===== src/rtl/dmem_arb_pkg.sv =====
// -----------------------------------------------------------------------------
// dmem_arb_pkg
//   Shared definitions for the data-memory arbiter: the arbitration state
//   encoding and the width of the burst and starvation counters.
// -----------------------------------------------------------------------------
package dmem_arb_pkg;

  // Width of the burst and starvation counters; wide enough for limits up to 15
  localparam int CNT_W = 4;

  // IDLE: normal arbitration, LOCK: master 1 owns a burst,
  // COOL: one cycle where master 0 gets absolute priority after a burst
  typedef enum logic [1:0] {
    IDLE = 2'd0,
    LOCK = 2'd1,
    COOL = 2'd2
  } arb_state_e;

endpackage


===== src/rtl/dmem_arbiter_if.sv =====
// -----------------------------------------------------------------------------
// dmem_arbiter_if
//   Bundles the two requester ports, the memory-side port and the status
//   outputs of the data-memory arbiter.
//   Ports (signals):
//     m0_*      core load/store requester (req, we, addr, wdata / ack, rdata)
//     m1_*      loader/DMA requester, plus m1_lock for burst ownership
//     mem_*     single-port memory (addr, wdata, we / rdata)
//     stall_cpu core stall, addr_err out-of-range indication
//   Modports:
//     slave   the arbiter's view
//     master  the view of whatever drives requests and models the memory
// -----------------------------------------------------------------------------
interface dmem_arbiter_if;

  logic        m0_req;
  logic        m0_we;
  logic [31:0] m0_addr;
  logic [31:0] m0_wdata;
  logic        m0_ack;
  logic [31:0] m0_rdata;

  logic        m1_req;
  logic        m1_we;
  logic        m1_lock;
  logic [31:0] m1_addr;
  logic [31:0] m1_wdata;
  logic        m1_ack;
  logic [31:0] m1_rdata;

  logic [31:0] mem_addr;
  logic [31:0] mem_wdata;
  logic        mem_we;
  logic [31:0] mem_rdata;

  logic        stall_cpu;
  logic        addr_err;

  modport slave (
    input  m0_req, m0_we, m0_addr, m0_wdata,
    input  m1_req, m1_we, m1_lock, m1_addr, m1_wdata,
    input  mem_rdata,
    output m0_ack, m0_rdata, m1_ack, m1_rdata,
    output mem_addr, mem_wdata, mem_we,
    output stall_cpu, addr_err
  );

  modport master (
    output m0_req, m0_we, m0_addr, m0_wdata,
    output m1_req, m1_we, m1_lock, m1_addr, m1_wdata,
    output mem_rdata,
    input  m0_ack, m0_rdata, m1_ack, m1_rdata,
    input  mem_addr, mem_wdata, mem_we,
    input  stall_cpu, addr_err
  );

endinterface


===== src/rtl/dmem_arb_fsm.sv =====
// -----------------------------------------------------------------------------
// dmem_arb_fsm
//   Arbitration state machine for the data-memory arbiter. Holds the state,
//   the burst beat counter and the master-1 starvation counter, and decides
//   combinationally which master owns the memory this cycle.
//   Ports:
//     clk, rst          clock and synchronous active-high reset
//     m0_req            master 0 request
//     m1_req, m1_lock   master 1 request and burst-lock request
//     grant_m0/grant_m1 one-hot (or zero) grant for the current cycle
// -----------------------------------------------------------------------------
module dmem_arb_fsm
  import dmem_arb_pkg::*;
#(
  parameter int MAX_BURST    = 4,
  parameter int STARVE_LIMIT = 3
) (
  input  logic clk,
  input  logic rst,
  input  logic m0_req,
  input  logic m1_req,
  input  logic m1_lock,
  output logic grant_m0,
  output logic grant_m1
);

  localparam logic [CNT_W-1:0] BURST_MAX  = CNT_W'(MAX_BURST);
  localparam logic [CNT_W-1:0] STARVE_MAX = CNT_W'(STARVE_LIMIT);

  arb_state_e       state_q, state_d;
  logic [CNT_W-1:0] burst_cnt_q, burst_cnt_d;
  logic [CNT_W-1:0] starve_cnt_q, starve_cnt_d;
  logic [CNT_W-1:0] burst_next;
  logic             lock_beat;

  // Grant decision. A locked beat in LOCK beats everything; COOL favours
  // master 0 unconditionally; otherwise a starved master 1 wins once, then
  // master 0 has priority. Reset forces no grant so nothing gets written.
  always_comb begin
    grant_m0  = 1'b0;
    grant_m1  = 1'b0;
    lock_beat = (state_q == LOCK) && m1_req && m1_lock;
    if (!rst) begin
      if (lock_beat) begin
        grant_m1 = 1'b1;
      end else if (state_q == COOL) begin
        if (m0_req)      grant_m0 = 1'b1;
        else if (m1_req) grant_m1 = 1'b1;
      end else if (m1_req && (starve_cnt_q == STARVE_MAX)) begin
        grant_m1 = 1'b1;
      end else if (m0_req) begin
        grant_m0 = 1'b1;
      end else if (m1_req) begin
        grant_m1 = 1'b1;
      end
    end
  end

  // Next-state and counter updates. burst_cnt counts granted beats of the
  // current burst including the one that entered LOCK; leaving LOCK for any
  // reason passes through COOL. The starvation counter is frozen while a
  // burst is in progress.
  always_comb begin
    state_d      = state_q;
    burst_cnt_d  = burst_cnt_q;
    starve_cnt_d = starve_cnt_q;
    burst_next   = burst_cnt_q + CNT_W'(1);

    case (state_q)
      IDLE: begin
        if (grant_m1 && m1_lock && (MAX_BURST > 1)) begin
          state_d     = LOCK;
          burst_cnt_d = CNT_W'(1);
        end
      end
      LOCK: begin
        if (lock_beat && (burst_next != BURST_MAX)) begin
          burst_cnt_d = burst_next;
        end else begin
          state_d     = COOL;
          burst_cnt_d = '0;
        end
      end
      COOL: begin
        state_d = IDLE;
      end
      default: begin
        state_d     = IDLE;
        burst_cnt_d = '0;
      end
    endcase

    if (state_q != LOCK) begin
      if (m1_req && !grant_m1) begin
        starve_cnt_d = (starve_cnt_q == STARVE_MAX) ? starve_cnt_q
                                                    : starve_cnt_q + CNT_W'(1);
      end else begin
        starve_cnt_d = '0;
      end
    end
  end

  always_ff @(posedge clk) begin
    if (rst) begin
      state_q      <= IDLE;
      burst_cnt_q  <= '0;
      starve_cnt_q <= '0;
    end else begin
      state_q      <= state_d;
      burst_cnt_q  <= burst_cnt_d;
      starve_cnt_q <= starve_cnt_d;
    end
  end

endmodule


===== src/rtl/dmem_arbiter.sv =====
// -----------------------------------------------------------------------------
// dmem_arbiter
//   Two-requester arbiter in front of a single-port 32-bit data memory with a
//   combinational read and a falling-edge write. Each cycle one owner is
//   chosen; its address/data/write-enable drive the memory and it receives a
//   same-cycle ack and read data.
//   Ports:
//     CLK, RST  clock and synchronous active-high reset
//     bus       dmem_arbiter_if.slave: both requesters, memory port,
//               stall_cpu (master 0 waiting) and addr_err (granted access
//               beyond DEPTH-1)
// -----------------------------------------------------------------------------
module dmem_arbiter #(
  parameter int DEPTH        = 8,
  parameter int MAX_BURST    = 4,
  parameter int STARVE_LIMIT = 3
) (
  input  logic           CLK,
  input  logic           RST,
  dmem_arbiter_if.slave  bus
);

  localparam logic [31:0] LAST_ADDR = 32'(DEPTH - 1);

  logic        grant_m0;
  logic        grant_m1;
  logic        granted;
  logic        sel_we;
  logic        addr_err;
  logic [31:0] sel_addr;
  logic [31:0] sel_wdata;
  logic [31:0] rdata_ok;

  dmem_arb_fsm #(
    .MAX_BURST    (MAX_BURST),
    .STARVE_LIMIT (STARVE_LIMIT)
  ) u_fsm (
    .clk      (CLK),
    .rst      (RST),
    .m0_req   (bus.m0_req),
    .m1_req   (bus.m1_req),
    .m1_lock  (bus.m1_lock),
    .grant_m0 (grant_m0),
    .grant_m1 (grant_m1)
  );

  // Memory-side mux. With no grant the bus idles on master 0's fields so the
  // address lines do not toggle needlessly. An out-of-range access is still
  // acknowledged but neither writes nor returns data.
  always_comb begin
    sel_addr  = bus.m0_addr;
    sel_wdata = bus.m0_wdata;
    sel_we    = 1'b0;
    if (grant_m1) begin
      sel_addr  = bus.m1_addr;
      sel_wdata = bus.m1_wdata;
      sel_we    = bus.m1_we;
    end else if (grant_m0) begin
      sel_we    = bus.m0_we;
    end
    granted  = grant_m0 | grant_m1;
    addr_err = granted && (sel_addr > LAST_ADDR);
    rdata_ok = addr_err ? 32'h0 : bus.mem_rdata;
  end

  assign bus.mem_addr  = sel_addr;
  assign bus.mem_wdata = sel_wdata;
  assign bus.mem_we    = sel_we & ~addr_err;
  assign bus.addr_err  = addr_err;

  assign bus.m0_ack    = grant_m0;
  assign bus.m1_ack    = grant_m1;
  assign bus.m0_rdata  = grant_m0 ? rdata_ok : 32'h0;
  assign bus.m1_rdata  = grant_m1 ? rdata_ok : 32'h0;
  assign bus.stall_cpu = bus.m0_req & ~grant_m0;

endmodule


===== src/flat_wrapper.sv =====
// flat-port wrapper written by rule: the top's interface ports become plain ports
module dmem_arbiter_flat 
#(
  parameter int DEPTH        = 8,
  parameter int MAX_BURST    = 4,
  parameter int STARVE_LIMIT = 3
)
  (CLK, RST, bus_m0_req, bus_m0_we, bus_m0_addr, bus_m0_wdata, bus_m1_req, bus_m1_we, bus_m1_lock, bus_m1_addr, bus_m1_wdata, bus_mem_rdata, bus_m0_ack, bus_m0_rdata, bus_m1_ack, bus_m1_rdata, bus_mem_addr, bus_mem_wdata, bus_mem_we, bus_stall_cpu, bus_addr_err);
  dmem_arbiter_if bus_i ();
  input  logic CLK;
  input  logic RST;
  input wire logic [$bits(bus_i.m0_req)-1:0] bus_m0_req;
  input wire logic [$bits(bus_i.m0_we)-1:0] bus_m0_we;
  input wire logic [$bits(bus_i.m0_addr)-1:0] bus_m0_addr;
  input wire logic [$bits(bus_i.m0_wdata)-1:0] bus_m0_wdata;
  input wire logic [$bits(bus_i.m1_req)-1:0] bus_m1_req;
  input wire logic [$bits(bus_i.m1_we)-1:0] bus_m1_we;
  input wire logic [$bits(bus_i.m1_lock)-1:0] bus_m1_lock;
  input wire logic [$bits(bus_i.m1_addr)-1:0] bus_m1_addr;
  input wire logic [$bits(bus_i.m1_wdata)-1:0] bus_m1_wdata;
  input wire logic [$bits(bus_i.mem_rdata)-1:0] bus_mem_rdata;
  output wire logic [$bits(bus_i.m0_ack)-1:0] bus_m0_ack;
  output wire logic [$bits(bus_i.m0_rdata)-1:0] bus_m0_rdata;
  output wire logic [$bits(bus_i.m1_ack)-1:0] bus_m1_ack;
  output wire logic [$bits(bus_i.m1_rdata)-1:0] bus_m1_rdata;
  output wire logic [$bits(bus_i.mem_addr)-1:0] bus_mem_addr;
  output wire logic [$bits(bus_i.mem_wdata)-1:0] bus_mem_wdata;
  output wire logic [$bits(bus_i.mem_we)-1:0] bus_mem_we;
  output wire logic [$bits(bus_i.stall_cpu)-1:0] bus_stall_cpu;
  output wire logic [$bits(bus_i.addr_err)-1:0] bus_addr_err;
  assign bus_i.m0_req = bus_m0_req;
  assign bus_i.m0_we = bus_m0_we;
  assign bus_i.m0_addr = bus_m0_addr;
  assign bus_i.m0_wdata = bus_m0_wdata;
  assign bus_i.m1_req = bus_m1_req;
  assign bus_i.m1_we = bus_m1_we;
  assign bus_i.m1_lock = bus_m1_lock;
  assign bus_i.m1_addr = bus_m1_addr;
  assign bus_i.m1_wdata = bus_m1_wdata;
  assign bus_i.mem_rdata = bus_mem_rdata;
  assign bus_m0_ack = bus_i.m0_ack;
  assign bus_m0_rdata = bus_i.m0_rdata;
  assign bus_m1_ack = bus_i.m1_ack;
  assign bus_m1_rdata = bus_i.m1_rdata;
  assign bus_mem_addr = bus_i.mem_addr;
  assign bus_mem_wdata = bus_i.mem_wdata;
  assign bus_mem_we = bus_i.mem_we;
  assign bus_stall_cpu = bus_i.stall_cpu;
  assign bus_addr_err = bus_i.addr_err;
  dmem_arbiter #(.DEPTH(DEPTH), .MAX_BURST(MAX_BURST), .STARVE_LIMIT(STARVE_LIMIT)) u_core (.CLK(CLK), .RST(RST), .bus(bus_i));
endmodule

===== config.mk =====
export PLATFORM = sky130hd
export DESIGN_NAME = dmem_arbiter_flat
export DESIGN_NICKNAME = d
export VERILOG_FILES = /design/src/rtl/dmem_arb_pkg.sv /design/src/rtl/dmem_arbiter_if.sv /design/src/rtl/dmem_arb_fsm.sv /design/src/rtl/dmem_arbiter.sv /design/src/flat_wrapper.sv
export SDC_FILE = /design/constraint.sdc
export NUM_CORES = 1
export LEC_CHECK = 0
export ABC_AREA = 0
export CORE_AREA = 10 10 109 111
export CTS_CLUSTER_DIAMETER = 200
export CTS_CLUSTER_SIZE = 20
export DETAILED_ROUTE_END_ITERATION = 10
export DIE_AREA = 0 0 119 121
export PLACE_DENSITY_LB_ADDON = 0.15
export SLEW_MARGIN = 15
export SYNTH_ARGS = -nofsm -noshare
export SYNTH_HDL_FRONTEND = slang
export SYNTH_HIERARCHICAL = 1
export SYNTH_SLANG_ARGS = --single-unit
export TNS_END_PERCENT = 1

===== constraint.sdc =====
create_clock -name CLK -period 5 [get_ports CLK]
set_input_delay 0.75 -clock CLK [delete_from_list [all_inputs] [get_ports CLK]]
set_output_delay 0.75 -clock CLK [all_outputs]
set_load 0.01 [all_outputs]

==> impl_metrics.ini <==
[routing]
ant_nets = 0
drtPass1Iterations = 4
wl_per_cell_microns = 23.4
finalWirelength_mm = 15.8
routed.top_layer = met4
drt-met1-wl_mm = 5.78
dr_wl_met2_mm = 8.35
viasPerCell = 4.66
drt_iter0_markers = 158
dr_wl_met3_mm = 1.58
drc = 0
vias = 3153

[timing]
clock_skew_ns = 0.00121
worst_pin_slew_ns = 0.720
setup_viol_count_final = 0
layout_setup_ws_ns = 0.433
rsz0062_at_grt = false
slew-limit-headroom_pct = 51.6
min_period_ns = 4.57
fin_crit_sh_pct = 91.3
final.setup.tns_ns = 0
slew_viol_final = 0
hold_violations = 0
timing.fmax_ghz = 0.219

[worst_setup_path]
cp_max_fo = 34
crit_type = input port to output pin
cp-start-kind = input port
crit_chain = clkdlybuf4s50_1 -> nand2_1 -> a21oi_1 -> a21oi_1 -> a21oi_4 -> nor4b_2 -> nand3_1 -> a21oi_4 -> o21a_4 -> and3_1 -> clkdlybuf4s50_1
worstPathRequired_ns = 4.25
critPathSlowestCell = clkdlybuf4s50_1
cp.arrival_ns = 3.82
critPathMaxStageDelay_ns = 0.56
cp-end-kind = output pin

[clock_tree]
clk_pin_slew_ns = 0.05
postCtsSetupRepairBufs = 0
holdBufCountCts = 0
clock_path_buffers = 2
cts_max_level = 1
clock_latency_ns = 0.24
cts_tree = yes
cts_resized = 0
numCtsBuffers = 3
root_buffer = clkbuf_8
clkSinkCount = 10

[place]
dp_hpwl_mm = 13.8
pre_cts_ws_ns = 0.462
place_area_sq_um = 5190
io_buffers = 299
routabilityCongestion = 0.866

[power_and_ir_drop]
leakage_nw = 2.10
peakVddDrop_mv = 0.135
total_power_w = 0.000516
p_per_area_nw_per_um2 = 98.5

[flow_run]
cap_violations = 0

[global_route]
grt_pass1_vias = 3356
grt_overflow = 0
grt_pass1_wl_mm = 22.4
antenna_found_initial = 0
track_usage_pct = 20.0
grt_start_max_net_pins = 35

[min_path]
holdCritPathClass = register to register

[outcome]
status = complete, no violations

[final_layout]
fill_cells = 907
drive_above_1_share_pct = 15.7
antenna-diode-count = 0
finalInstanceArea_sq_um = 5250
layout.nets = 714
syn2layout_area_growth_pct = 151

[floorplan]
start_util_pct = 21.7
placementRows = 36
io_pins = 300
die_x_microns = 119
fp.coreArea_sq_um = 9640
dieArea_sq_um = 14400
die_h_microns = 121

[logic_synthesis]
synth_edf_count = 0
syn_area_per_cell_sq_um = 8.18
synthCells = 255
synth-seq-cells = 10
synth_ff_type = dfxtp_1
netlist_area_sq_um = 2090
syn_nets = 425
ys_warn_count = 6
synth-async-reset-ratio_pct = 0
yosys.cell_types.count = 44
yosysSeqAreaShare_pct = 9.59
routing by layer:
metal / vias up / track usage [%]
met4: 0 / 1.91
met3: 8 / 8.75
met1: 1447 / 21.3
met5: - / 0
li1: 1550 / -
met2: 148 / 36.9
placed cells by master (no fill, tap or decap), types with 7 or more instances in the layout:
master,instances
nor4_1,8
a21oi_1,7
dfxtp_1,10
clkdlybuf4s50_1,299
mux2_2,64
and3_1,64
buf_4,7
nand2_1,8
nor2_1,11
nor3_1,7
sequential cells by signal, indices dropped and copies added, names as in the netlist:
register	flops
u_core/u_fsm/burst_cnt_q	4
u_core/u_fsm/starve_cnt_q	4
u_core/u_fsm/state_q	2
critical path, delay by kind of cell:
| kind | cells | cell delay (ns) |
|---|---|---|
| AND/OR/NAND/NOR | 4 | 0.71 |
| buffers and inverters | 2 | 1.07 |
| AO/OA/AOI/OAI | 5 | 1.27 |
stage by stage:
step | instances | hold WS [ns] | util, %
after global placement | 672 | 0.508 | 53.8
after global routing | 676 | 0.577 | 54.4
final | 676 | 0.534 | 54.4
after CTS | 676 | 0.542 | 54.4
after detailed placement | 672 | 0.524 | 53.8
after floorplan | 255 | 0.483 | -
synth_stat cells (3+ instances only):
| cell type | number | area share [%] |
|---|---|---|
| and3_1 | 64 | 19 |
| mux2_2 | 64 | 35 |
| clkbuf_1 | 12 | 2.2 |
| nor2_1 | 11 | 2.0 |
| dfxtp_1 | 10 | 9.6 |
| a21oi_1 | 8 | 1.9 |
| nand2_1 | 8 | 1.4 |
| nor4_1 | 8 | 2.4 |
| nor3_1 | 7 | 1.7 |
| buf_2 | 6 | 1.4 |
| inv_1 | 5 | 0.90 |
| buf_6 | 4 | 2.2 |
| nand3_1 | 4 | 0.96 |
| ha_1 | 3 | 1.8 |
| nand2b_1 | 3 | 0.90 |
| nor2b_1 | 3 | 0.90 |
| o21ai_0 | 3 | 0.72 |
kinds of logic after synthesis:
logic type / share of synthesized area [%]
and+or+nand+nor: 36.6
DFF: 9.59
xor gates and xnor gates: 0.420
muxes: 35.1
AOI/OAI and AO/OA: 9.89
buffers and inverters: 6.65
adders and majority gates: 1.80
where the power goes:
part,switching [W],internal (W),leakage (nW)
clock network,0.0000331,0.0000693,0.0288
logic,0.000109,0.000220,1.99
registers,0.00000319,0.0000817,0.0810
path summary, 6_finish.rpt:
check	start	slack (ns)	to	cells after the start
max reg2reg	u_core/u_fsm/starve_cnt_q[0]	3.38	u_core/u_fsm/starve_cnt_q[0]	5
min	u_core/u_fsm/starve_cnt_q[2]	0.53	u_core/u_fsm/starve_cnt_q[2]	2
min reg2reg	u_core/u_fsm/starve_cnt_q[2]	0.53	u_core/u_fsm/starve_cnt_q[2]	2
max	bus_m1_lock	0.43	bus_m0_rdata[18]	11
cell type report:
| cell class | instances | area, sq um | area share, % |
|---|---|---|---|
| well taps | 133 | 166 | 3.17 |
| multi-input cells | 218 | 1760 | 33.5 |
| clock buffers | 4 | 55.1 | 1.05 |
| inverters | 5 | 18.8 | 0.358 |
| repair buffers | 306 | 3050 | 58.1 |
| flip-flops and latches | 10 | 200 | 3.82 |
Note: power is estimated with default switching activity, not from simulation.
